===== src/rtl/sensor_alarm.sv =====
// Debounced sensor fault alarm: qualifies the error level, latches a fault snapshot and
// holds a sticky alarm until acknowledged. Define SENSOR_ALARM_SYNC_EN to add 2-flop input synchronizers.
module sensor_alarm #(
  parameter int DEBOUNCE = 4,
  parameter int CNT_W    = 8
) (
  input  logic             clk,
  input  logic             n_rst,
  input  logic             error,
  input  logic [3:0]       sensors,
  input  logic             ack,
  output logic             alarm,
  output logic [3:0]       fault_code,
  output logic [CNT_W-1:0] fault_count,
  output logic             busy
);

  typedef enum logic [1:0] {
    IDLE       = 2'd0,
    QUALIFY    = 2'd1,
    ALARM      = 2'd2,
    WAIT_CLEAR = 2'd3
  } state_e;

  localparam logic [7:0] QMAX = 8'(DEBOUNCE - 1);

  logic       error_s;
  logic [3:0] sensors_s;

`ifdef SENSOR_ALARM_SYNC_EN
  logic [4:0] sync1_q, sync2_q;

  always_ff @(posedge clk or negedge n_rst) begin
    if (!n_rst) begin
      sync1_q <= '0;
      sync2_q <= '0;
    end else begin
      sync1_q <= {error, sensors};
      sync2_q <= sync1_q;
    end
  end

  assign {error_s, sensors_s} = sync2_q;
`else
  assign error_s   = error;
  assign sensors_s = sensors;
`endif

  state_e           state_q, state_d;
  logic [7:0]       qcnt_q, qcnt_d;
  logic             alarm_q, alarm_d;
  logic             busy_q, busy_d;
  logic [3:0]       fault_code_q, fault_code_d;
  logic [CNT_W-1:0] fault_count_q, fault_count_d;
  logic             enter_alarm;

  // State and registered outputs.
  always_ff @(posedge clk or negedge n_rst) begin
    if (!n_rst) begin
      state_q       <= IDLE;
      qcnt_q        <= '0;
      alarm_q       <= 1'b0;
      busy_q        <= 1'b0;
      fault_code_q  <= '0;
      fault_count_q <= '0;
    end else begin
      // NOTE: non-blocking assignments so every flop samples pre-edge values.
      state_q       <= state_d;
      qcnt_q        <= qcnt_d;
      alarm_q       <= alarm_d;
      busy_q        <= busy_d;
      fault_code_q  <= fault_code_d;
      fault_count_q <= fault_count_d;
    end
  end

  // Next-state logic.
  always_comb begin
    // NOTE: defaults first so no path leaves a variable unassigned (no latches).
    state_d = state_q;
    qcnt_d  = qcnt_q;
    unique case (state_q)
      IDLE: begin
        if (error_s) begin
          if (DEBOUNCE == 1) begin
            state_d = ALARM;
          end else begin
            state_d = QUALIFY;
            qcnt_d  = 8'd1;
          end
        end
      end
      QUALIFY: begin
        if (!error_s) begin
          state_d = IDLE;
          qcnt_d  = '0;
        end else if (qcnt_q == QMAX) begin
          state_d = ALARM;
          qcnt_d  = '0;
        end else begin
          qcnt_d = qcnt_q + 8'd1;
        end
      end
      ALARM: begin
        if (ack) state_d = WAIT_CLEAR;
      end
      WAIT_CLEAR: begin
        if (!error_s) state_d = IDLE;
      end
      default: state_d = IDLE;
    endcase
  end

  // Output logic: decoded from the next state so outputs are registered with it.
  always_comb begin
    enter_alarm   = (state_d == ALARM) && (state_q != ALARM);
    alarm_d       = (state_d == ALARM);
    busy_d        = (state_d != IDLE);
    fault_code_d  = fault_code_q;
    fault_count_d = fault_count_q;
    if (enter_alarm) begin
      fault_code_d = sensors_s;
      if (!(&fault_count_q)) fault_count_d = fault_count_q + CNT_W'(1);
    end
  end

  assign alarm       = alarm_q;
  assign busy        = busy_q;
  assign fault_code  = fault_code_q;
  assign fault_count = fault_count_q;

endmodule


===== config.mk =====
export PLATFORM = sky130hd
export DESIGN_NAME = sensor_alarm
export DESIGN_NICKNAME = d
export VERILOG_FILES = /design/src/rtl/sensor_alarm.sv
export SDC_FILE = /design/constraint.sdc
export NUM_CORES = 1
export LEC_CHECK = 0
export CAP_MARGIN = 20
export CORE_ASPECT_RATIO = 0.7
export CORE_MARGIN = 5
export CORE_UTILIZATION = 50
export CTS_CLUSTER_SIZE = 20
export DETAILED_ROUTE_END_ITERATION = 6
export PLACE_DENSITY = 0.82
export SLEW_MARGIN = 10
export SYNTH_ARGS = -nofsm -noshare
export SYNTH_HDL_FRONTEND = slang
export SYNTH_SLANG_ARGS = --single-unit

===== constraint.sdc =====
create_clock -name clk -period 2.2 [get_ports clk]
set_input_delay 0.44 -clock clk [delete_from_list [all_inputs] [get_ports clk]]
set_output_delay 0.44 -clock clk [all_outputs]
set_load 0.05 [all_outputs]

======== After elaboration in Yosys (flattened, before gate mapping) ========
Cells that the tools add are included.
cells by class
  $add $sub $neg .......................... 2
  muxes and demuxes ....................... 10
  reduce and logical (&&, ||, !) cells .... 7
  shifts and indexed selects .............. 0
  bitwise operators ....................... 1
  divide/modulo/power cells ............... 0
  multiply operators ...................... 0
  magnitude comparators ................... 0
  equality and inequality tests ........... 7
operator list
  cell                   number
  $mux W8                3
  $add A8 B1 Y8 const B  2
  $pmux W8 S2            1
  $mux W2                5
  $eq A8 B2 Y1 const B   1
  $pmux W2 S4            1
  $reduce_and A8 Y1      1
  $eq A2 B2 Y1 const B   3
  $ne A2 B2 Y1 const B   2
  $reduce_and A2 Y1      2
  $reduce_bool A2 Y1     2
  $eq A2 B1 Y1 const B   1
  $logic_not A2 Y1       1
  $logic_and A1 B1 Y1    1
  $not A1 Y1             1
storage, ports and cells
  memories ................................ 0
  memory bits (writable) .................. 0
  memory bits (read-only) ................. 0
  bits in latches ......................... 0
  bits in registers ....................... 24

======== Longest topological paths before layout ========
Gate-level depths: netlist of the first run.
  word-level depth ........................ 7
  gate-level depth with buffers ........... 6

======== Least setup slack after synthesis of the first run ========
Ideal clock, no wire load.
  path type ............................... register -> register
  start point ............................. reg qcnt_q[0]
  end point ............................... reg fault_count_q[1], in the netlist fault_count[1]
  library setup time ...................... 0.125 ns
  arrival time ............................ 1.652 ns
  cell stages (with the launch flop) ...... 6
  slack ................................... 0.424 ns
  period minus slack after synthesis ...... 1.776 ns
  required time ........................... 2.075 ns
  cells stage by stage .................... dfrtp_1 ha_1 nor4b_4 nand3_4 nor2_1 mux2_2
between the ends
  word-level cells in the longest chain between the ends .. 7
ends and longest elaborated chain
  what                                RTL line  source
  start: declaration                  50        logic [7:0] qcnt_q, qcnt_d;
  start signal: assignment            69        qcnt_q <= qcnt_d;
  $eq A8 B2 Y1                        97        end else if (qcnt_q == QMAX) begin
  $mux W2                             97
  $mux W2                             94        if (!error_s) begin
  $pmux W2 S4                         82        unique case (state_q)
  $eq A2 B2 Y1                        116       enter_alarm = (state_d == ALARM) && (state_q != ALARM);
  $logic_and A1 B1 Y1                 116
  $reduce_and A2 Y1 (no source line)  --
  end signal: assignment              73        fault_count_q <= fault_count_d;
  end: declaration                    54        logic [CNT_W-1:0] fault_count_q, fault_count_d;
No other way between the ends.
A chain may end at the register's enable or synchronous reset.

======== Final worst setup path of the first run ========
  start point ............................. reg fault_count_q[4], in the netlist fault_count[4]
  end point ............................... out fault_count[4]
RTL lines
  what              RTL line  source
  end: declaration  14        output logic [CNT_W-1:0] fault_count,
No word-level cell between the ends.

==> out/qor.txt, run 1 <==
DR iter-0 viols: 57
share of layout cells above drive strength 1: 17.3%
Die X: 68.1 um
post-route setup slack: 0.145 ns
Layout Nets: 144
fmax: 487 MHz
wire length per cell: 15.7 um
worst reg-to-reg setup slack: 0.20 ns
later-pin clock latency in the skew report: 0.33 ns
cts bufs inserted: 3
Placement Cell Area: 1460 um^2
synthesized net count: 115
post-CTS setup-driven buffer insertion count: 0
PortBufs: 21
post_cts resized: 0
area grow syn2layout: 27.8%
FILL cells: 171
gpl congestion: 0.795
Worst Path Arrival: 1.62 ns
sequential share of the synthesized area: 50.9%
initial core utilization: 53.5%
Required @ worst endpoint: 1.76 ns
worst hold path type: in -> async
Core Region: 2210 um^2
synth unique cells: 35
Final Cycle Share: 93.4%
Final Skew: 0.00729 ns
worst r2r src: qcnt_q[0]
boundary pin count: 22
pwr/cell area: 1070 nW/um^2
Final Hold Vio Count: 0
Placement Rows: 14
Pins Over Slew Limit: 0
finished layout cell area: 1510 um^2
Setup WS pre-CTS: 0.106 ns
Worst Tran Pin Value: 0.515 ns
all-layer global routing usage: 17.9%
H-tree levels: 1
Routed Wire Length: 2.58 mm
Reg clk slew, reported paths: 0.14 ns
Cells after Synth: 105
R2R Path End: fault_count[7]
CTS tree: done
placed insts: 161
Via Count: 923
CTS Hold Bufs: 0
Post-DRT Antenna Nets: 0
family with the most delay on the worst path: buffers and inverters
Die Span Y: 50.6 um
CP endpoint kind: output port
Yosys reg bits: 24
max_slew headroom: 65.6%
Synth Area per Inst: 11.2 um^2
status: finished clean
Worst Reg-to-Reg Cells: 5
unrepaired setup endpoints after global routing: no
critical path type: reg -> out
total grt overflow: 0
WP buf/inv: 1
Max Root-Sink Buffers: 2
DR DRC count: 0
crit path cell chain: clkdlybuf4s50_1
largest net degree at the start of global routing: 25
final setup fails: 0
Worst Path Max Fanout: 7
Pleak: 0.000681 uW
MaxCap Viol Count: 0
Synthesis Warnings: 0
initial antenna violation count: 0
DR vias/cell: 5.59
non-filler cells, final: 165
Crit-path slowest cell: clkdlybuf4s50_1
root buffer selected by CTS: clkbuf_4
Finished Core Util: 68.3%
total clock sinks: 24
Antenna diodes: 0
number of global-route vias before repair: 973
max incr delay on CP: 0.84 ns
crit start category: flop
die area: 3450 um^2
Levels on crit path: 1
Min Clock Period, post-route: 2.06 ns
synthesized area: 1180 um^2
dpl hpwl: 2.00 mm
first-pass GRT wire length: 4.55 mm
setup total negative slack: 0 ns
worst vdd ir: 585 uV
drt first pass iters: 4
## registers in the layout, indices dropped and copies added (netlist names)
| register | flops |
|---|---|
| alarm | 1 |
| fault_count | 8 |
| state_q | 2 |
| busy | 1 |
| qcnt_q | 8 |
| fault_code | 4 |
## layout by cell type, fill, tap and decap left out, types with 2 or more instances in the layout
cell and n:
clkbuf_4 3, nand2b_1 2, nand4_1 2, a41oi_1 2, a21o_1 3, nor4_1 2
nor3b_1 2, and3_1 2, buf_4 4, clkdlybuf4s50_1 21, ha_1 2, dfrtp_1 24
a21oi_1 2, nand2_1 7, mux2_2 8, inv_1 3, nand3_1 5, xor2_1 3
a21o_2 2, o21ai_0 6, nor3_1 3, nor2_1 8, a31oi_1 2
## cells in the mapped netlist, drive strengths merged
master	number	area, um^2
o21bai	1	7.51
buf	1	5.00
a31oi	2	12.5
nand2	7	26.3
ha	2	25.0
nor4	2	12.5
a22o	1	8.76
nor3	4	31.3
o211a	1	10.0
dfrtp	24	601
o21ai	6	30.0
nand2b	2	12.5
a21oi	2	10.0
nor4b	2	38.8
o221ai	1	8.76
nand3	6	42.5
nand3b	1	7.51
xor2	3	26.3
o22ai	1	6.26
and3b	1	8.76
nor2	8	30.0
mux2	8	90.1
a41oi	2	17.5
inv	3	11.3
and3	3	20.0
nor2b	1	6.26
a21o	5	40.0
nor3b	2	15.0
nand4	2	12.5
or3	1	6.26
## how the worst max path moves through the flow
stage                         from        endpoint  slack (ns)
finish              fault_count[4]  fault_count[4]        0.14
global route             qcnt_q[0]  fault_count[7]        0.04
CTS                 fault_count[4]  fault_count[4]        0.13
detailed placement           error  fault_count[7]        0.11
global placement             error  fault_count[6]        0.20
floorplan                qcnt_q[0]  fault_count[1]        0.42
## per-layer routing
metal / vias to the layer above / wire [um] / global-route usage (%)
met4: 0 / 61 / 6.27
met5: - / 0 / 0
met1: 447 / 1140 / 22.7
met2: 23 / 1280 / 28.6
met3: 8 / 102 / 5.58
li1: 445 / - / -
## logic make-up (layout without fill, tap and decap cells)
| family | Yosys count | in the layout | share of synthesized area (%) |
|---|---|---|---|
| DFF | 24 | 24 | 50.9 |
| AOI/OAI and AO/OA | 22 | 22 | 12.8 |
| xor gates and xnor gates | 3 | 3 | 2.23 |
| adders and majority gates | 2 | 2 | 2.12 |
| buffers and inverters | 4 | 32 | 1.38 |
| and+or+nand+nor | 42 | 42 | 22.9 |
| muxes | 8 | 8 | 7.64 |
## metrics by stage
stage / hold slack (ns) / power (uW)
after global placement: 0.488 / 1270
final: 0.443 / 1620
after detailed placement: 0.497 / 1310
after global routing: 0.443 / 1710
after floorplan: 0.144 / 1070
after CTS: 0.448 / 1630
## final cells by class
class                           instances  area (um^2)  area share [%]
Clock buffer                            3         22.5            1.49
Clock inverter                          1         30.0            1.99
Inverter                                3         11.3           0.747
Tap cell                               32         40.0            2.66
Timing Repair Buffer                   25          240            15.9
Sequential cell                        24          601            39.8
Multi-Input combinational cell         77          563            37.3
## report_power, final
part	switching (uW)	internal, uW
combinational	409	251
sequential	97.3	536
clock	142	185
total	649	971
No activity file was read; power rests on OpenSTA's default activity.
==> inputs of run 2 (changes only) <==
--- a/config.mk
+++ b/config.mk
@@ -11,6 +11,7 @@
 export CORE_UTILIZATION = 50
 export CTS_CLUSTER_SIZE = 20
 export DETAILED_ROUTE_END_ITERATION = 6
+export MAX_ROUTING_LAYER = met4
 export PLACE_DENSITY = 0.82
 export SLEW_MARGIN = 10
 export SYNTH_ARGS = -nofsm -noshare
==> run 2 against run 1 <==
Non-clock buffer count did not move. Largest cell class unchanged. Highest routed layer unchanged. Power up 0.15%. Worst hold slack improved by 0.0040 ns. Largest power group unchanged. Cell area unchanged. Clock-buffer cell count did not move.
==> out/qor.txt, run 2 (synthesized netlist as in run 1, its figures left out) <==
worst vdd ir: 574 uV (-1.7%)
boundary pin count: 22 (unchanged)
Crit-path slowest cell: clkdlybuf4s50_1
Critical Path Start: fault_count[4]
Final Skew: 0.00439 ns (-0.00290 ns)
all-layer global routing usage: 18.2% (+0.36 points)
FILL cells: 171 (unchanged)
root buffer selected by CTS: clkbuf_4
DR iter-0 viols: 51 (-11%)
max incr delay on CP: 0.84 ns (about the same)
wire length per cell: 15.8 um (+0.89%)
worst r2r src: qcnt_q[0]
total grt overflow: 0 (unchanged)
Worst Path Arrival: 1.62 ns (about the same)
Max Root-Sink Buffers: 2 (unchanged)
max_slew headroom: 65.6% (about the same)
Placement Rows: 14 (unchanged)
Worst Tran Pin Value: 0.515 ns (-0.0000447 ns)
Routed Wire Length: 2.61 mm (+0.89%)
most frequent cells in the layout: dfrtp_1, clkdlybuf4s50_1, mux2_2, nor2_1, nand2_1
Pins Over Slew Limit: 0 (unchanged)
Final Hold Vio Count: 0 (unchanged)
largest net degree at the start of global routing: 25 (unchanged)
initial core utilization: 53.5% (unchanged)
dpl hpwl: 2.00 mm (unchanged)
Final Cycle Share: 93.6% (+0.21 points)
final setup fails: 0 (unchanged)
fmax: 485 MHz (-0.22%)
worst hold path type: in -> async
family with the most delay on the worst path: buffers and inverters
setup total negative slack: 0 ns (unchanged)
area of the multi-input gates: 563 um^2 (unchanged)
Via Count: 942 (+2.1%)
WHS: 0.447 ns (+0.00400 ns)
CTS Hold Bufs: 0 (unchanged)
MaxCap Viol Count: 0 (unchanged)
storage element area: 601 um^2 (unchanged)
CTS tree: done
post_cts resized: 0 (unchanged)
die area: 3450 um^2 (unchanged)
critical path type: reg -> out
Die Span Y: 50.6 um (unchanged)
DR DRC count: 0 (unchanged)
crit start category: flop
share of layout cells above drive strength 1: 17.3% (unchanged)
Worst Path Max Fanout: 7 (unchanged)
WP buf/inv: 1 (unchanged)
Reg clk slew, reported paths: 0.14 ns (about the same)
drt first pass iters: 4 (unchanged)
status: finished clean
H-tree levels: 1 (unchanged)
unrepaired setup endpoints after global routing: no
Die X: 68.1 um (unchanged)
Pleak: 0.000681 uW (unchanged)
first-pass GRT wire length: 4.54 mm (-0.31%)
crit path cell chain: clkdlybuf4s50_1
gpl congestion: 0.807 (+1.4%)
PortBufs: 21 (unchanged)
initial antenna violation count: 0 (unchanged)
Layout Nets: 144 (unchanged)
CP endpoint kind: output port
Required @ worst endpoint: 1.76 ns (about the same)
Core Region: 2210 um^2 (unchanged)
cts bufs inserted: 3 (unchanged)
Design Power: 1620 uW (+0.15%)
area grow syn2layout: 27.8% (unchanged)
Antenna diodes: 0 (unchanged)
total clock sinks: 24 (unchanged)
post-CTS setup-driven buffer insertion count: 0 (unchanged)
Min Clock Period, post-route: 2.06 ns (+0.00461 ns)
most common cell after layout, fill and taps aside: dfrtp_1
pwr/cell area: 1080 nW/um^2 (+0.15%)
number of global-route vias before repair: 970 (-0.31%)
DR vias/cell: 5.71 (+2.1%)
Post-DRT Antenna Nets: 0 (unchanged)
later-pin clock latency in the skew report: 0.33 ns (about the same)
run 2: cell counts in the layout (fill, tap and decap cells not counted):
Identical to the previous run, type by type.
run 2: power by group:
part | switching [uW] | total [uW] | internal [uW]
sequential | 97.8 | 634 | 536
clock | 141 | 326 | 184
combinational | 411 | 663 | 251
total | 650 | 1620 | 972
run 2: path summary, 6_finish.rpt:
| check | end | slack, ns | depth (start not counted) |
|---|---|---|---|
| max in group asynchronous | fault_count[1] | 1.51 | 2 |
| min | qcnt_q[7] | 0.45 | 2 |
| min in group clk | fault_code[3] | 0.53 | 1 |
| min reg2reg | fault_code[3] | 0.53 | 1 |
| max | fault_count[4] | 0.14 | 1 |
| max reg2reg | fault_count[7] | 0.19 | 5 |
run 2: routing by layer:
| layer | track usage [%] | vias up | share of wire, % |
|---|---|---|---|
| met1 | 21.8 | 453 | 44 |
| li1 | - | 444 | - |
| met3 | 5.58 | 12 | 5.3 |
| met4 | 6.27 | 0 | 2.3 |
| met2 | 29.0 | 33 | 49 |
| met5 | - | - | 0 |
run 2: layout make-up:
cell class                      count  share of cell area (%)
Multi-Input combinational cell     77                    37.3
Clock inverter                      1                    1.99
Timing Repair Buffer               25                    15.9
Clock buffer                        3                    1.49
Inverter                            3                   0.747
Sequential cell                    24                    39.8
Tap cell                           32                    2.66
run 2: metrics by stage:
stage / instances / setup slack, ns / utilization, % / instance area, um^2
after detailed placement: 161 / 0.106 / 65.9 / 1460
after global routing: 165 / 0.0508 / 68.3 / 1510
after floorplan: 105 / 0.424 / - / 1180
final: 165 / 0.140 / 68.3 / 1510
after CTS: 165 / 0.126 / 68.3 / 1510
after global placement: 161 / 0.200 / 65.9 / 1460
==> inputs of run 3 (changes only) <==
--- a/config.mk
+++ b/config.mk
@@ -5,10 +5,11 @@
 export SDC_FILE = /design/constraint.sdc
 export NUM_CORES = 1
 export LEC_CHECK = 0
+export ABC_AREA = 1
 export CAP_MARGIN = 20
 export CORE_ASPECT_RATIO = 0.7
 export CORE_MARGIN = 5
-export CORE_UTILIZATION = 50
+export CORE_UTILIZATION = 51
 export CTS_CLUSTER_SIZE = 20
 export DETAILED_ROUTE_END_ITERATION = 6
 export MAX_ROUTING_LAYER = met4
==> run 3 against run 2 <==
Cell area increased by 3.2%. Synthesized cell count increased by 52%. Critical endpoint is now fault_count[5]. Wire length about the same. Via count increased by 15%. Worst hold slack improved by 0.011 ns. Sequential power increased by 1%.
==> out/qor.txt, run 3 <==
MaxCap Viol Count: 0 (unchanged)
initial core utilization: 52.2% (-1.2 points)
share of layout cells above drive strength 1: 4.32% (-13 points)
cts bufs inserted: 3 (unchanged)
Worst Path Max Fanout: 6 (-1)
synthesized area: 1260 um^2 (+7.2%)
sequential share of power: 40.9% (+1.8 points)
Post-DRT Antenna Nets: 0 (unchanged)
boundary pin count: 22 (unchanged)
Via Count: 1080 (+15%)
crit start category: flop
Reg clk slew, reported paths: 0.12 ns (-0.02 ns)
max_slew headroom: 65.8% (+0.28 points)
Top FF cell, synth: dfrtp_1
total clock sinks: 24 (unchanged)
Synthesis Warnings: 0 (unchanged)
total grt overflow: 0 (unchanged)
Cells after Synth: 160 (+52%)
Die Span Y: 51.7 um (+2.0%)
final setup fails: 0 (unchanged)
critical path type: reg -> out
later-pin clock latency in the skew report: 0.32 ns (about the same)
wire length per cell: 11.9 um (-25%)
largest area contributor in the netlist: dfrtp_1
family with the most delay on the worst path: buffers and inverters
synthesized net count: 170 (+48%)
switch share: 44.5% (+4.4 points)
clock share of power: 14.7% (-5.4 points)
dpl hpwl: 1.98 mm (-1.1%)
CTS tree: done
CP endpoint kind: output port
DR iter-0 viols: 41 (-20%)
most common cell after layout, fill and taps aside: nand2_1
max incr delay on CP: 0.84 ns (about the same)
FILL cells: 200 (+17%)
Int Pwr: 871 uW (-10%)
Worst Path Arrival: 1.63 ns (about the same)
H-tree levels: 1 (unchanged)
Required @ worst endpoint: 1.76 ns (about the same)
fmax: 482 MHz (-0.64%)
Final Skew: 0.00257 ns (-0.00182 ns)
crit path cell chain: clkdlybuf4s50_1
Max Root-Sink Buffers: 2 (unchanged)
setup total negative slack: 0 ns (unchanged)
Layout Nets: 196 (+36%)
pwr/cell area: 1010 nW/um^2 (-6.3%)
most common cell in the netlist: nand2_1
Pleak: 0.000783 uW (+15%)
worst vdd ir: 743 uV (+29%)
CTS Hold Bufs: 0 (unchanged)
all-layer global routing usage: 16.0% (-2.2 points)
NetSw: 698 uW (+7.3%)
Synth area leaders: dfrtp_1, nand2_1, inv_1
post_cts resized: 0 (unchanged)
synth unique cells: 20 (-43%)
Min Clock Period, post-route: 2.07 ns (+0.0133 ns)
Crit-path slowest cell: clkdlybuf4s50_1
number of global-route vias before repair: 971 (+0.10%)
Final Hold Vio Count: 0 (unchanged)
DR vias/cell: 4.93 (-14%)
Die X: 69.5 um (+2.2%)
root buffer selected by CTS: clkbuf_4
gpl congestion: 0.822 (+1.9%)
Routed Wire Length: 2.61 mm (about the same)
Core Region: 2420 um^2 (+9.7%)
most frequent cells in the layout: nand2_1, dfrtp_1, inv_1, clkdlybuf4s50_1, nand3_1
Final Cycle Share: 94.2% (+0.60 points)
drt first pass iters: 5 (+1)
Yosys reg bits: 24 (unchanged)
unrepaired setup endpoints after global routing: no
combinational power share: 44.5% (+3.6 points)
die area: 3590 um^2 (+4.2%)
Synth Area per Inst: 7.91 um^2 (-30%)
post-CTS setup-driven buffer insertion count: 0 (unchanged)
initial antenna violation count: 0 (unchanged)
post-synth top area share: 47.5% (-3.4 points)
Post-synth EDFFs: 0 (unchanged)
sequential share of the synthesized area: 47.5% (-3.4 points)
Design Power: 1570 uW (-3.3%)
largest net degree at the start of global routing: 25 (unchanged)
first-pass GRT wire length: 4.40 mm (-3.0%)
PortBufs: 21 (unchanged)
Antenna diodes: 0 (unchanged)
Pins Over Slew Limit: 0 (unchanged)
status: finished clean
top cells by count, synth: nand2_1, dfrtp_1, inv_1, nand3_1, nor2_1
WP buf/inv: 1 (unchanged)
Async SR Flop Fraction: 100% (unchanged)
DR DRC count: 0 (unchanged)
Placement Rows: 15 (+1)
worst hold path type: in -> async
area grow syn2layout: 23.0%
Worst Tran Pin Value: 0.511 ns (-0.00413 ns)
## run 3: changes by cell type in the layout (fill, tap and decap cells not counted), moves of 3 or more
cell     delta
buf_4       -3
o21ai_0     +6
inv_1      +18
nand3_1     +9
a21o_1      -3
mux2_2      -8
nand2_1    +46
xnor2_1     +3
nor2_1      +5
## run 3: path summary, 6_finish.rpt
check / cells past startpoint / to / startpoint / slack [ns]
worst max-delay path: 1 / fault_count[5] / fault_count[5] / 0.13
worst min-delay path: 2 / qcnt_q[7] / n_rst / 0.46
worst max register to register: 8 / fault_count[1] / qcnt_q[0] / 0.54
worst min register to register: 2 / fault_code[0] / fault_code[0] / 0.51
max in group asynchronous: 2 / fault_count[4] / n_rst / 1.51
min in group clk: 2 / fault_code[0] / fault_code[0] / 0.51
## run 3: cell families (layout without fill, tap and decap cells)
group	after synthesis	in the layout	share of synthesized area, %
DFF	24	24	47.5
xor gates and xnor gates	7	7	4.85
adders and majority gates	2	2	1.98
buffers and inverters	22	47	6.63
and+or+nand+nor	88	88	31.8
AOI/OAI and AO/OA	17	17	7.32
## run 3: layout make-up
type / instances / area [um^2] / share of cell area, %
Clock buffer: 4 / 36.3 / 2.33
Inverter: 21 / 78.8 / 5.06
Multi-Input combinational cell: 114 / 581 / 37.3
Sequential cell: 24 / 601 / 38.6
Tap cell: 34 / 42.5 / 2.73
Timing Repair Buffer: 22 / 218 / 14.0
## run 3: metal layers
metal  track usage [%]  part of all wire [%]
met4              4.87                     0
met3              4.63                   4.5
met2              25.2                    46
met1              20.4                    50
met5                 -                     0
## run 3: through the flow
step                instance area [um^2]  worst slack (ns)  cells  hold WS [ns]  utilization (%)
finish                              1560             0.127    219         0.458             64.3
detailed placement                  1520             0.371    215         0.495             62.8
global placement                    1520             0.419    215         0.468             62.8
CTS                                 1560             0.125    219         0.463             64.3
floorplan                           1260             0.500    160         0.144                -
global route                        1560            0.0713    219         0.462             64.3
## run 3: power groups by stage
stage | clock (uW) | sequential (uW) | combinational [uW]
after detailed placement | 0 | 649 | 697
after global routing | 258 | 659 | 754
after floorplan | 0 | 843 | 275
after CTS | 238 | 640 | 702
after global placement | 0 | 639 | 683
final | 230 | 641 | 697
